### src/rtl/button_event_if.sv
`default_nettype none
// ============================================================================
// Module      : button_event_if
// Description : Button level in, single-cycle UI events out.
//               master = upstream/consumer side, slave = button_event itself.
// Revision    : 1.0 - initial release
// ============================================================================
interface button_event_if;
    // "release" and "repeat" are reserved words, hence the _ev suffix.
    logic clean;
    logic press;
    logic release_ev;
    logic short_click;
    logic long_press;
    logic repeat_ev;
    logic held;

    modport master (
        output clean,
        input  press, release_ev, short_click, long_press, repeat_ev, held
    );

    modport slave (
        input  clean,
        output press, release_ev, short_click, long_press, repeat_ev, held
    );
endinterface
`default_nettype wire

### src/rtl/button_event.sv
`default_nettype none
// ============================================================================
// Module      : button_event
// Description : Turns a debounced button level into press / release /
//               short-click / long-press / auto-repeat pulses plus a held level.
// Revision    : 1.0 - initial release
// ============================================================================
module button_event #(
    parameter int unsigned LONG_CYCLES   = 100_000_000,
    parameter int unsigned REPEAT_CYCLES = 20_000_000,
    parameter int unsigned CNT_W         = 27
) (
    input wire          clock,
    input wire          reset,
    button_event_if.slave btn
);

    localparam logic [1:0] c_LOCKOUT = 2'd0;
    localparam logic [1:0] c_IDLE    = 2'd1;
    localparam logic [1:0] c_PRESSED = 2'd2;
    localparam logic [1:0] c_LONG    = 2'd3;

    localparam logic [CNT_W-1:0] c_LONG_LAST = CNT_W'(LONG_CYCLES - 1);
    localparam logic [CNT_W-1:0] c_REP_LAST  = CNT_W'(REPEAT_CYCLES - 1);
    localparam logic [CNT_W-1:0] c_CNT_ONE   = CNT_W'(1);

    logic [1:0]       r_state;
    logic [1:0]       w_state_nxt;
    logic [CNT_W-1:0] r_cnt;
    logic [CNT_W-1:0] w_cnt_nxt;

    logic r_press, r_release, r_short, r_long, r_repeat, r_held;
    logic w_press, w_release, w_short, w_long, w_repeat, w_held;

    // State, counter and all outputs are registered together so events align with state.
    always_ff @(posedge clock or posedge reset) begin
        if (reset) begin
            r_state   <= c_LOCKOUT;
            r_cnt     <= '0;
            r_press   <= 1'b0;
            r_release <= 1'b0;
            r_short   <= 1'b0;
            r_long    <= 1'b0;
            r_repeat  <= 1'b0;
            r_held    <= 1'b0;
        end else begin
            r_state   <= w_state_nxt;
            r_cnt     <= w_cnt_nxt;
            r_press   <= w_press;
            r_release <= w_release;
            r_short   <= w_short;
            r_long    <= w_long;
            r_repeat  <= w_repeat;
            r_held    <= w_held;
        end
    end

    // Next state and counter; a release always takes priority over a threshold hit.
    always_comb begin
        w_state_nxt = r_state;
        w_cnt_nxt   = r_cnt;
        case (r_state)
            c_LOCKOUT: begin
                if (!btn.clean) w_state_nxt = c_IDLE;
            end
            c_IDLE: begin
                if (btn.clean) begin
                    w_state_nxt = c_PRESSED;
                    w_cnt_nxt   = '0;
                end
            end
            c_PRESSED: begin
                if (!btn.clean) begin
                    w_state_nxt = c_IDLE;
                    w_cnt_nxt   = '0;
                end else if (r_cnt == c_LONG_LAST) begin
                    w_state_nxt = c_LONG;
                    w_cnt_nxt   = '0;
                end else begin
                    w_cnt_nxt   = r_cnt + c_CNT_ONE;
                end
            end
            c_LONG: begin
                if (!btn.clean) begin
                    w_state_nxt = c_IDLE;
                    w_cnt_nxt   = '0;
                end else if (r_cnt == c_REP_LAST) begin
                    w_cnt_nxt   = '0;
                end else begin
                    w_cnt_nxt   = r_cnt + c_CNT_ONE;
                end
            end
            default: begin
                w_state_nxt = c_LOCKOUT;
                w_cnt_nxt   = '0;
            end
        endcase
    end

    // Event decode from current state and input; held follows the next state.
    always_comb begin
        w_press   = (r_state == c_IDLE) && btn.clean;
        w_release = ((r_state == c_PRESSED) || (r_state == c_LONG)) && !btn.clean;
        w_short   = (r_state == c_PRESSED) && !btn.clean;
        w_long    = (r_state == c_PRESSED) && btn.clean && (r_cnt == c_LONG_LAST);
        w_repeat  = (r_state == c_LONG) && btn.clean && (r_cnt == c_REP_LAST);
        w_held    = (w_state_nxt == c_PRESSED) || (w_state_nxt == c_LONG);
    end

    assign btn.press       = r_press;
    assign btn.release_ev  = r_release;
    assign btn.short_click = r_short;
    assign btn.long_press  = r_long;
    assign btn.repeat_ev   = r_repeat;
    assign btn.held        = r_held;

endmodule
`default_nettype wire

### src/flat_wrapper.sv
// flat-port wrapper written by rule: the top's interface ports become plain ports
module button_event_flat 
#(
    parameter int unsigned LONG_CYCLES   = 100_000_000,
    parameter int unsigned REPEAT_CYCLES = 20_000_000,
    parameter int unsigned CNT_W         = 27
)
  (clock, reset, btn_clean, btn_press, btn_release_ev, btn_short_click, btn_long_press, btn_repeat_ev, btn_held);
  button_event_if btn_i ();
  input wire clock;
  input wire reset;
  input wire logic [$bits(btn_i.clean)-1:0] btn_clean;
  output wire logic [$bits(btn_i.press)-1:0] btn_press;
  output wire logic [$bits(btn_i.release_ev)-1:0] btn_release_ev;
  output wire logic [$bits(btn_i.short_click)-1:0] btn_short_click;
  output wire logic [$bits(btn_i.long_press)-1:0] btn_long_press;
  output wire logic [$bits(btn_i.repeat_ev)-1:0] btn_repeat_ev;
  output wire logic [$bits(btn_i.held)-1:0] btn_held;
  assign btn_i.clean = btn_clean;
  assign btn_press = btn_i.press;
  assign btn_release_ev = btn_i.release_ev;
  assign btn_short_click = btn_i.short_click;
  assign btn_long_press = btn_i.long_press;
  assign btn_repeat_ev = btn_i.repeat_ev;
  assign btn_held = btn_i.held;
  button_event #(.LONG_CYCLES(LONG_CYCLES), .REPEAT_CYCLES(REPEAT_CYCLES), .CNT_W(CNT_W)) u_core (.clock(clock), .reset(reset), .btn(btn_i));
endmodule
### config.mk
export PLATFORM = sky130hd
export DESIGN_NAME = button_event_flat
export DESIGN_NICKNAME = d
export VERILOG_FILES = /design/src/rtl/button_event_if.sv /design/src/rtl/button_event.sv /design/src/flat_wrapper.sv
export SDC_FILE = /design/constraint.sdc
export NUM_CORES = 1
export LEC_CHECK = 0
export ABC_AREA = 1
export CAP_MARGIN = 30
export CORE_ASPECT_RATIO = 2
export CORE_MARGIN = 10
export CORE_UTILIZATION = 55
export DETAILED_ROUTE_END_ITERATION = 6
export PLACE_DENSITY = 0.78
export SLEW_MARGIN = 10
export SYNTH_ARGS = -nofsm -noshare
export SYNTH_HDL_FRONTEND = slang
export SYNTH_SLANG_ARGS = --single-unit
### constraint.sdc
create_clock -name clock -period 2.8 [get_ports clock]
set_clock_uncertainty 0.1 [all_clocks]
set_input_delay 0.56 -clock clock [delete_from_list [all_inputs] [get_ports clock]]
set_output_delay 0.56 -clock clock [all_outputs]
set_load 0.05 [all_outputs]
==> results of run 1 <==
## registers in the layout, indices dropped and copies added, names as in the netlist
signal                  cells
u_core.btn.held             1
u_core.btn.long_press       1
u_core.btn.press            1
u_core.btn.release_ev       1
u_core.btn.repeat_ev        1
u_core.btn.short_click      1
u_core.r_cnt               27
u_core.r_state              2
## power by group through the flow
stage	clock, mW	sequential, mW	combinational [mW]
CTS	0.562	0.581	0.476
detailed placement	0	0.591	0.474
floorplan	0	0.630	0.322
finish	0.556	0.581	0.470
global route	0.577	0.588	0.519
global placement	0	0.588	0.464
## worst max path at each step
| stage | startpoint | endpoint | slack [ps] | depth (start not counted) |
|---|---|---|---|---|
| global placement | btn_clean | u_core.r_cnt[14] | 620 | 10 |
| detailed placement | btn_clean | u_core.r_cnt[14] | 570 | 10 |
| CTS | u_core.r_state[0] | u_core.r_cnt[21] | 640 | 10 |
| floorplan | u_core.r_state[0] | u_core.r_cnt[10] | 1050 | 10 |
| global route | u_core.r_state[0] | u_core.r_cnt[17] | 430 | 10 |
| finish | u_core.r_state[0] | u_core.r_cnt[14] | 650 | 12 |
## routing by layer
layer  part of all wire [%]  vias to the layer above  global-route usage [%]
met4                    6.3                        0                    11.3
met5                      0                        -                       0
met1                     35                     1091                    16.9
li1                       -                     1125                       -
met2                     55                       74                    34.2
met3                    4.2                       32                    3.49
## layout by cell type, fill, tap and decap left out, drive strengths merged
master	instances
nand2	112
nor2	71
inv	58
dfrtp	35
nand3	29
nand4	15
clkdlybuf4s50	8
xor2	5
nor3	5
clkbuf	5
a21oi	5
o21ai	4
ha	4
nand3b	3
o211ai	2
bufinv	2
buf	2
or2	1
xnor2	1
a31oi	1
clkinvlp	1
## critical path, stage by stage (launching register included)
cell                      delay (ps)
sky130_fd_sc_hd__dfrtp_1         440
sky130_fd_sc_hd__inv_1            80
sky130_fd_sc_hd__ha_1            300
sky130_fd_sc_hd__inv_2            70
sky130_fd_sc_hd__nand2_1         150
sky130_fd_sc_hd__nand2_1          80
sky130_fd_sc_hd__nand2_2         300
sky130_fd_sc_hd__nand4_1         160
sky130_fd_sc_hd__nand2_1         160
sky130_fd_sc_hd__nand2_1          90
sky130_fd_sc_hd__inv_1            60
sky130_fd_sc_hd__nand2_1          50
sky130_fd_sc_hd__inv_1            50
## kinds of logic after synthesis
logic type | Yosys count | synth area share [%]
adders and majority gates | 4 | 2.14
and+or+nand+nor | 236 | 44.7
xor gates and xnor gates | 6 | 2.25
DFF | 35 | 37.5
buffers and inverters | 61 | 10.2
AOI/OAI and AO/OA | 12 | 3.32
## metrics by stage
| step | instance area [µm²] | power [mW] | utilization [%] | cells |
|---|---|---|---|---|
| 6_report | 2620 | 1.61 | 64.0 | 421 |
| 5_1_grt | 2620 | 1.68 | 64.0 | 421 |
| 4_1_cts | 2620 | 1.62 | 64.0 | 421 |
| 3_5_place_dp | 2480 | 1.07 | 60.6 | 413 |
| 3_3_place_gp | 2480 | 1.05 | 60.6 | 413 |
| 2_1_floorplan | 2340 | 0.951 | - | 354 |
## final cells by class
class / instances / area share [%]
Timing Repair Buffer: 10 / 3.64
Multi-Input combinational cell: 258 / 46.8
Sequential cell: 35 / 33.5
Tap cell: 52 / 2.49
Inverter: 58 / 8.33
Clock inverter: 3 / 2.58
Clock buffer: 5 / 2.63
==> impl_summary.log, run 1 <==
INFO  metric ys_dominant_reg_cell = sky130_fd_sc_hd__dfrtp_1
INFO  metric cts-htree-levels = 2
INFO  metric postSynth.asyncResetShare = 100%
INFO  metric swShare = 36.2%
INFO  metric routed_wirelength = 6.45 mm
INFO  metric launch_instance_of_the_worst_register_to_register_path = u_core.r_state[0]
INFO  metric synthDominantAreaCellType = sky130_fd_sc_hd__dfrtp_1
INFO  metric global_route.overflow_total = 0
INFO  metric r2r_setup_slack = 650 ps
INFO  metric power_report.internal_total = 1.02 mW
INFO  metric antenna_left = 0
INFO  metric status = completed
INFO  metric design.core.area = 0.00409 mm²
INFO  metric actual_transition_at_the_worst_max_transition_pin = 703 ps
INFO  metric top_level_ports = 9
INFO  metric post_drt_via_cell_ratio = 5.52
INFO  metric worst_hold_check_path_type = flip-flop to flip-flop
INFO  metric buffer_ports.inserted = 8
INFO  metric clock_insertion_delay_worst_skew = 290 ps
INFO  metric max_freq = 465 MHz
INFO  metric placement_rows = 33
INFO  metric synth_top_cell_area_share = 37.5%
INFO  metric cts-hold-fix-buffers = 0
INFO  metric postCtsResizedCells = 0
INFO  metric finish.net_count = 375
INFO  metric drt_iter0_markers = 137
INFO  metric p_clk_share = 34.6%
INFO  metric synth-warning-count = 0
INFO  metric cts.root.buffer_cell = sky130_fd_sc_hd__clkbuf_8
INFO  metric ir_drop = 0.610 mV
INFO  metric seq_area = 876 µm²
INFO  metric synth_area = 0.00234 mm²
INFO  metric avgSynthCellArea = 6.61 µm²
INFO  metric dp_hpwl = 5.00 mm
INFO  metric cellLeakagePower = 1.26 nW
INFO  metric footprint_of_the_multi_input_gates = 0.00122 mm²
INFO  metric end_kind = flip-flop
INFO  metric die_h = 112 µm
INFO  metric post_synth_inst_count = 354
INFO  metric grt_antenna_before_repair = 0
INFO  metric cellPowerDensity = 615 mW/mm²
INFO  metric drt-pass1-iter-count = 5
INFO  metric number_of_buffers_added_by_the_clock_tree_synthesis_step = 5
INFO  metric grt_usage = 18.3%
INFO  metric worstPathArrival = 2280 ps
INFO  metric rsz_0062_raised_after_global_routing = no
INFO  metric synth-seq-area-share = 37.5%
INFO  metric post-synth-top-count-cell = sky130_fd_sc_hd__nand2_1
INFO  metric worst_hold_path.endpoint = u_core.r_cnt[1]
INFO  metric antenna_cells = 0
INFO  metric power.net_switching = 583 µW
INFO  metric crit_type = flip-flop to flip-flop
INFO  metric hold_path_cell_cnt = 2
INFO  metric area_growth_syn_to_layout = 11.8%
INFO  metric grt_first_pass_wirelength = 10.8 mm
INFO  metric cts.reportedPaths.clkPinSlew = 80 ps
INFO  metric logic_depth_of_the_worst_register_to_register_path = 12
INFO  metric final_layout_size_suffix_gt1_share = 8.13%
INFO  metric post_synth_most_frequent_cells = sky130_fd_sc_hd__nand2_1, sky130_fd_sc_hd__nor2_1, sky130_fd_sc_hd__inv_1, sky130_fd_sc_hd__dfrtp_1, sky130_fd_sc_hd__nand3_1
INFO  metric flip_flop_and_latch_count_after_synthesis = 35
INFO  metric min_period_over_period = 76.8%
INFO  metric pwr-share-comb = 29.2%
INFO  metric max-clock-path-buffers = 2
INFO  metric part_of_the_total_power_dissipated_in_sequential_elements = 36.2%
INFO  metric syn_nets = 361
INFO  metric critical_path.max_fanout = 18
INFO  metric timing.hold.worst.start = u_core.r_cnt[1]
INFO  metric die_area = 0.00742 mm²
INFO  metric die_w = 66.1 µm
INFO  metric type_of_origin_of_the_critical_path = flip-flop
INFO  metric data_required_time_of_the_critical_path = 2930 ps
INFO  metric pre_cts_slack = 570 ps
INFO  metric finalHoldViolCount = 0
INFO  metric initial_core_util = 57.2%
INFO  metric drt-wirelength-per-cell = 15.3 µm
INFO  metric clock-sinks = 35
INFO  metric postCtsSetupRepairBufs = 0
INFO  metric post-route-drc-count = 0
INFO  metric ys_types = 26
INFO  metric post_synth_edffs = 0
INFO  metric whs = 450 ps
INFO  metric cts_tree = yes
INFO  metric vias_in_the_first_global_route = 2357
INFO  metric yosys-top-cells-area = sky130_fd_sc_hd__dfrtp_1, sky130_fd_sc_hd__nand2_1, sky130_fd_sc_hd__nor2_1
INFO  metric endpoint_of_the_most_critical_register_to_register_path = u_core.r_cnt[14]
INFO  metric final.min_clock_period = 2150 ps
INFO  metric fill_cells = 388
INFO  metric timing.final.max_slew_violations = 0
INFO  metric detailroute.via_count = 2322
INFO  metric final-setup-viol-count = 0
INFO  metric max_cap_violations = 0
INFO  metric routabilityCongestion = 0.954
INFO  metric pin_count_of_the_biggest_net_entering_global_routing = 36
INFO  metric final.setup.worst_slack = 649 ps
INFO  metric finalSetupTns = 0 ps
INFO  metric slew_headroom = 53.0%
Power figures use the tool's default switching activity.
==> run 2, diff against run 1 <==
Clock period 2.8 ns to 2 ns, I/O delays scaled along.
==> run 2 against run 1 <==
Sequential share of layout area decreased by 1.9 points. Final cell count increased by 4.8%. First-iteration DRC count decreased by 5.1%. Clock-buffer cell count increased by 2. Routed wire length increased by 4.8%. Die area unchanged. Register-to-register slack got worse by 540 ps. Worst setup slack got worse by 580 ps. Utilization increased by 3.8 points. Via count increased by 2.1%. Sequential cell count unchanged.
==> impl_summary.log, run 2 (same netlist as run 1, synthesis figures left out) <==
INFO  metric critical_path.max_stage_delay = 810 ps
INFO  metric clock-sinks = 35
INFO  metric status = completed
INFO  metric top_register = u_core.r_cnt
INFO  metric drt_iter0_markers = 130
INFO  metric max_ffs_per_register = 27
INFO  metric fin_cells = 441
INFO  metric final.setup.worst_slack = 66.8 ps
INFO  metric post-route-drc-count = 0
INFO  metric max_cap_violations = 0
INFO  metric cts-htree-levels = 2
INFO  metric grt_antenna_before_repair = 0
INFO  metric design.core.area = 0.00409 mm²
INFO  metric number_of_buffers_added_by_the_clock_tree_synthesis_step = 5
INFO  metric power_report.internal_total = 1.41 mW
INFO  metric finalHoldViolCount = 0
INFO  metric ir_drop = 0.889 mV
INFO  metric buffer_ports.inserted = 8
INFO  metric dpl.cell_count = 428
INFO  metric grt_usage = 18.9%
INFO  metric pre_cts_slack = -1.60 ps
INFO  metric post_drt_via_cell_ratio = 5.37
INFO  metric antenna_cells = 0
INFO  metric slew_headroom = 66.2%
INFO  metric type_of_origin_of_the_critical_path = flip-flop
INFO  metric routed_wirelength = 6.77 mm
INFO  metric max_freq = 517 MHz
INFO  metric whs = 420 ps
INFO  metric cts.reportedPaths.clkPinSlew = 80 ps
INFO  metric cts.root.buffer_cell = sky130_fd_sc_hd__clkbuf_8
INFO  metric min_period_over_period = 96.7%
INFO  metric clock_insertion_delay_worst_skew = 290 ps
INFO  metric reg_top3 = u_core.r_cnt x27, u_core.r_state x2
INFO  metric crit_path_cell_chain = clkdlybuf4s50_1
INFO  metric placement_rows = 33
INFO  metric die_area = 0.00742 mm²
INFO  metric crit_buf_inv = 1
INFO  metric cpLargestDelayFamily = buffers and inverters
INFO  metric die_w = 66.1 µm
INFO  metric data_required_time_of_the_critical_path = 1500 ps
INFO  metric fin_util = 67.8%
INFO  metric cts_tree = yes
INFO  metric die_h = 112 µm
INFO  metric dp_hpwl = 5.27 mm
INFO  metric final_layout_size_suffix_gt1_share = 14.1%
INFO  metric finalSetupTns = 0 ps
INFO  metric cellPowerDensity = 824 mW/mm²
INFO  metric routabilityCongestion = 0.953
INFO  metric swShare = 38.2%
INFO  metric worst_hold_check_path_type = input pin to asynchronous set/reset pin
INFO  metric worstPathArrival = 1430 ps
INFO  metric end_kind = primary output
INFO  metric max-clock-path-buffers = 2
INFO  metric final.min_clock_period = 1930 ps
INFO  metric cellLeakagePower = 1.38 nW
INFO  metric top_level_ports = 9
INFO  metric vias_in_the_first_global_route = 2355
INFO  metric most_common_cell_after_layout_fill_and_taps_aside = sky130_fd_sc_hd__nand2_1
INFO  metric final-setup-viol-count = 0
INFO  metric critical_path.max_fanout = 1
INFO  metric actual_transition_at_the_worst_max_transition_pin = 506 ps
INFO  metric detailroute.via_count = 2370
INFO  metric p_clk_share = 25.5%
INFO  metric timing.final.max_slew_violations = 0
INFO  metric drt-pass1-iter-count = 5
INFO  metric antenna_left = 0
INFO  metric drt-wirelength-per-cell = 15.3 µm
INFO  metric layout.cells.most_common_list = sky130_fd_sc_hd__nand2_1, sky130_fd_sc_hd__nor2_1, sky130_fd_sc_hd__inv_1, sky130_fd_sc_hd__dfrtp_1, sky130_fd_sc_hd__nand3_1
INFO  metric global_route.overflow_total = 0
INFO  metric initial_core_util = 57.2%
INFO  metric pin_count_of_the_biggest_net_entering_global_routing = 36
INFO  metric pwr-share-comb = 38.6%
INFO  metric power.net_switching = 872 µW
INFO  metric area_growth_syn_to_layout = 18.5%
INFO  metric cts-hold-fix-buffers = 0
INFO  metric finish.net_count = 395
INFO  metric cp_slowest_cell = sky130_fd_sc_hd__clkdlybuf4s50_1
INFO  metric part_of_the_total_power_dissipated_in_sequential_elements = 35.9%
INFO  metric crit_type = flip-flop to primary output
INFO  metric grt_first_pass_wirelength = 10.9 mm
run 2: tightest hold or removal path: stages:
cell	delay, ps
sky130_fd_sc_hd__clkdlybuf4s50_1	400
sky130_fd_sc_hd__inv_1	50
sky130_fd_sc_hd__buf_4	400
run 2: power groups by stage:
stage                     Combinational, mW  Clock (mW)  Sequential (mW)
after global placement                0.802           0            0.825
final                                 0.881       0.582            0.820
after detailed placement              0.818           0            0.827
after global routing                  0.956       0.611            0.827
after CTS                             0.825       0.593            0.813
after floorplan                       0.450           0            0.881
run 2: per-layer routing:
layer / vias up / share of wire [%] / global-route usage [%]
met5: - / 0 / 0
met4: 0 / 6.8 / 11.8
met3: 29 / 2.9 / 3.39
met2: 60 / 56 / 34.9
met1: 1110 / 35 / 17.9
li1: 1171 / - / -
run 2: per-stage QoR:
| stage | power, mW | instance area (µm²) |
|---|---|---|
| 3_5_place_dp | 1.64 | 2600 |
| 3_3_place_gp | 1.63 | 2600 |
| 6_report | 2.28 | 2770 |
| 5_1_grt | 2.39 | 2770 |
| 2_1_floorplan | 1.33 | 2340 |
| 4_1_cts | 2.23 | 2700 |
run 2: area by class of cell:
cell class | count | area [µm²]
Multi-Input combinational cell | 258 | 1260
Clock buffer | 7 | 96.3
Inverter | 58 | 218
Sequential cell | 35 | 876
Tap cell | 52 | 65.1
Fill cell | 359 | 1320
Timing Repair Buffer | 30 | 250
Clock inverter | 1 | 7.51
run 2: path summary, 6_finish.rpt:
check	start	endpoint	slack, ps	depth (start not counted)
max in group asynchronous	reset	u_core.r_cnt[17]	1040	3
worst min register to register	u_core.r_cnt[23]	u_core.r_cnt[23]	470	2
worst min-delay path	reset	u_core.r_state[0]	420	3
worst max register to register	u_core.r_cnt[1]	u_core.r_cnt[25]	110	11
worst max-delay path	u_core.btn.held	btn_held	70	1
min in group clock	u_core.r_cnt[23]	u_core.r_cnt[23]	470	2
run 2: what timing repair did:
item,CTS,global route
setup endpoints to repair,0,21
resized for setup,0,6
buffers inserted,0,5
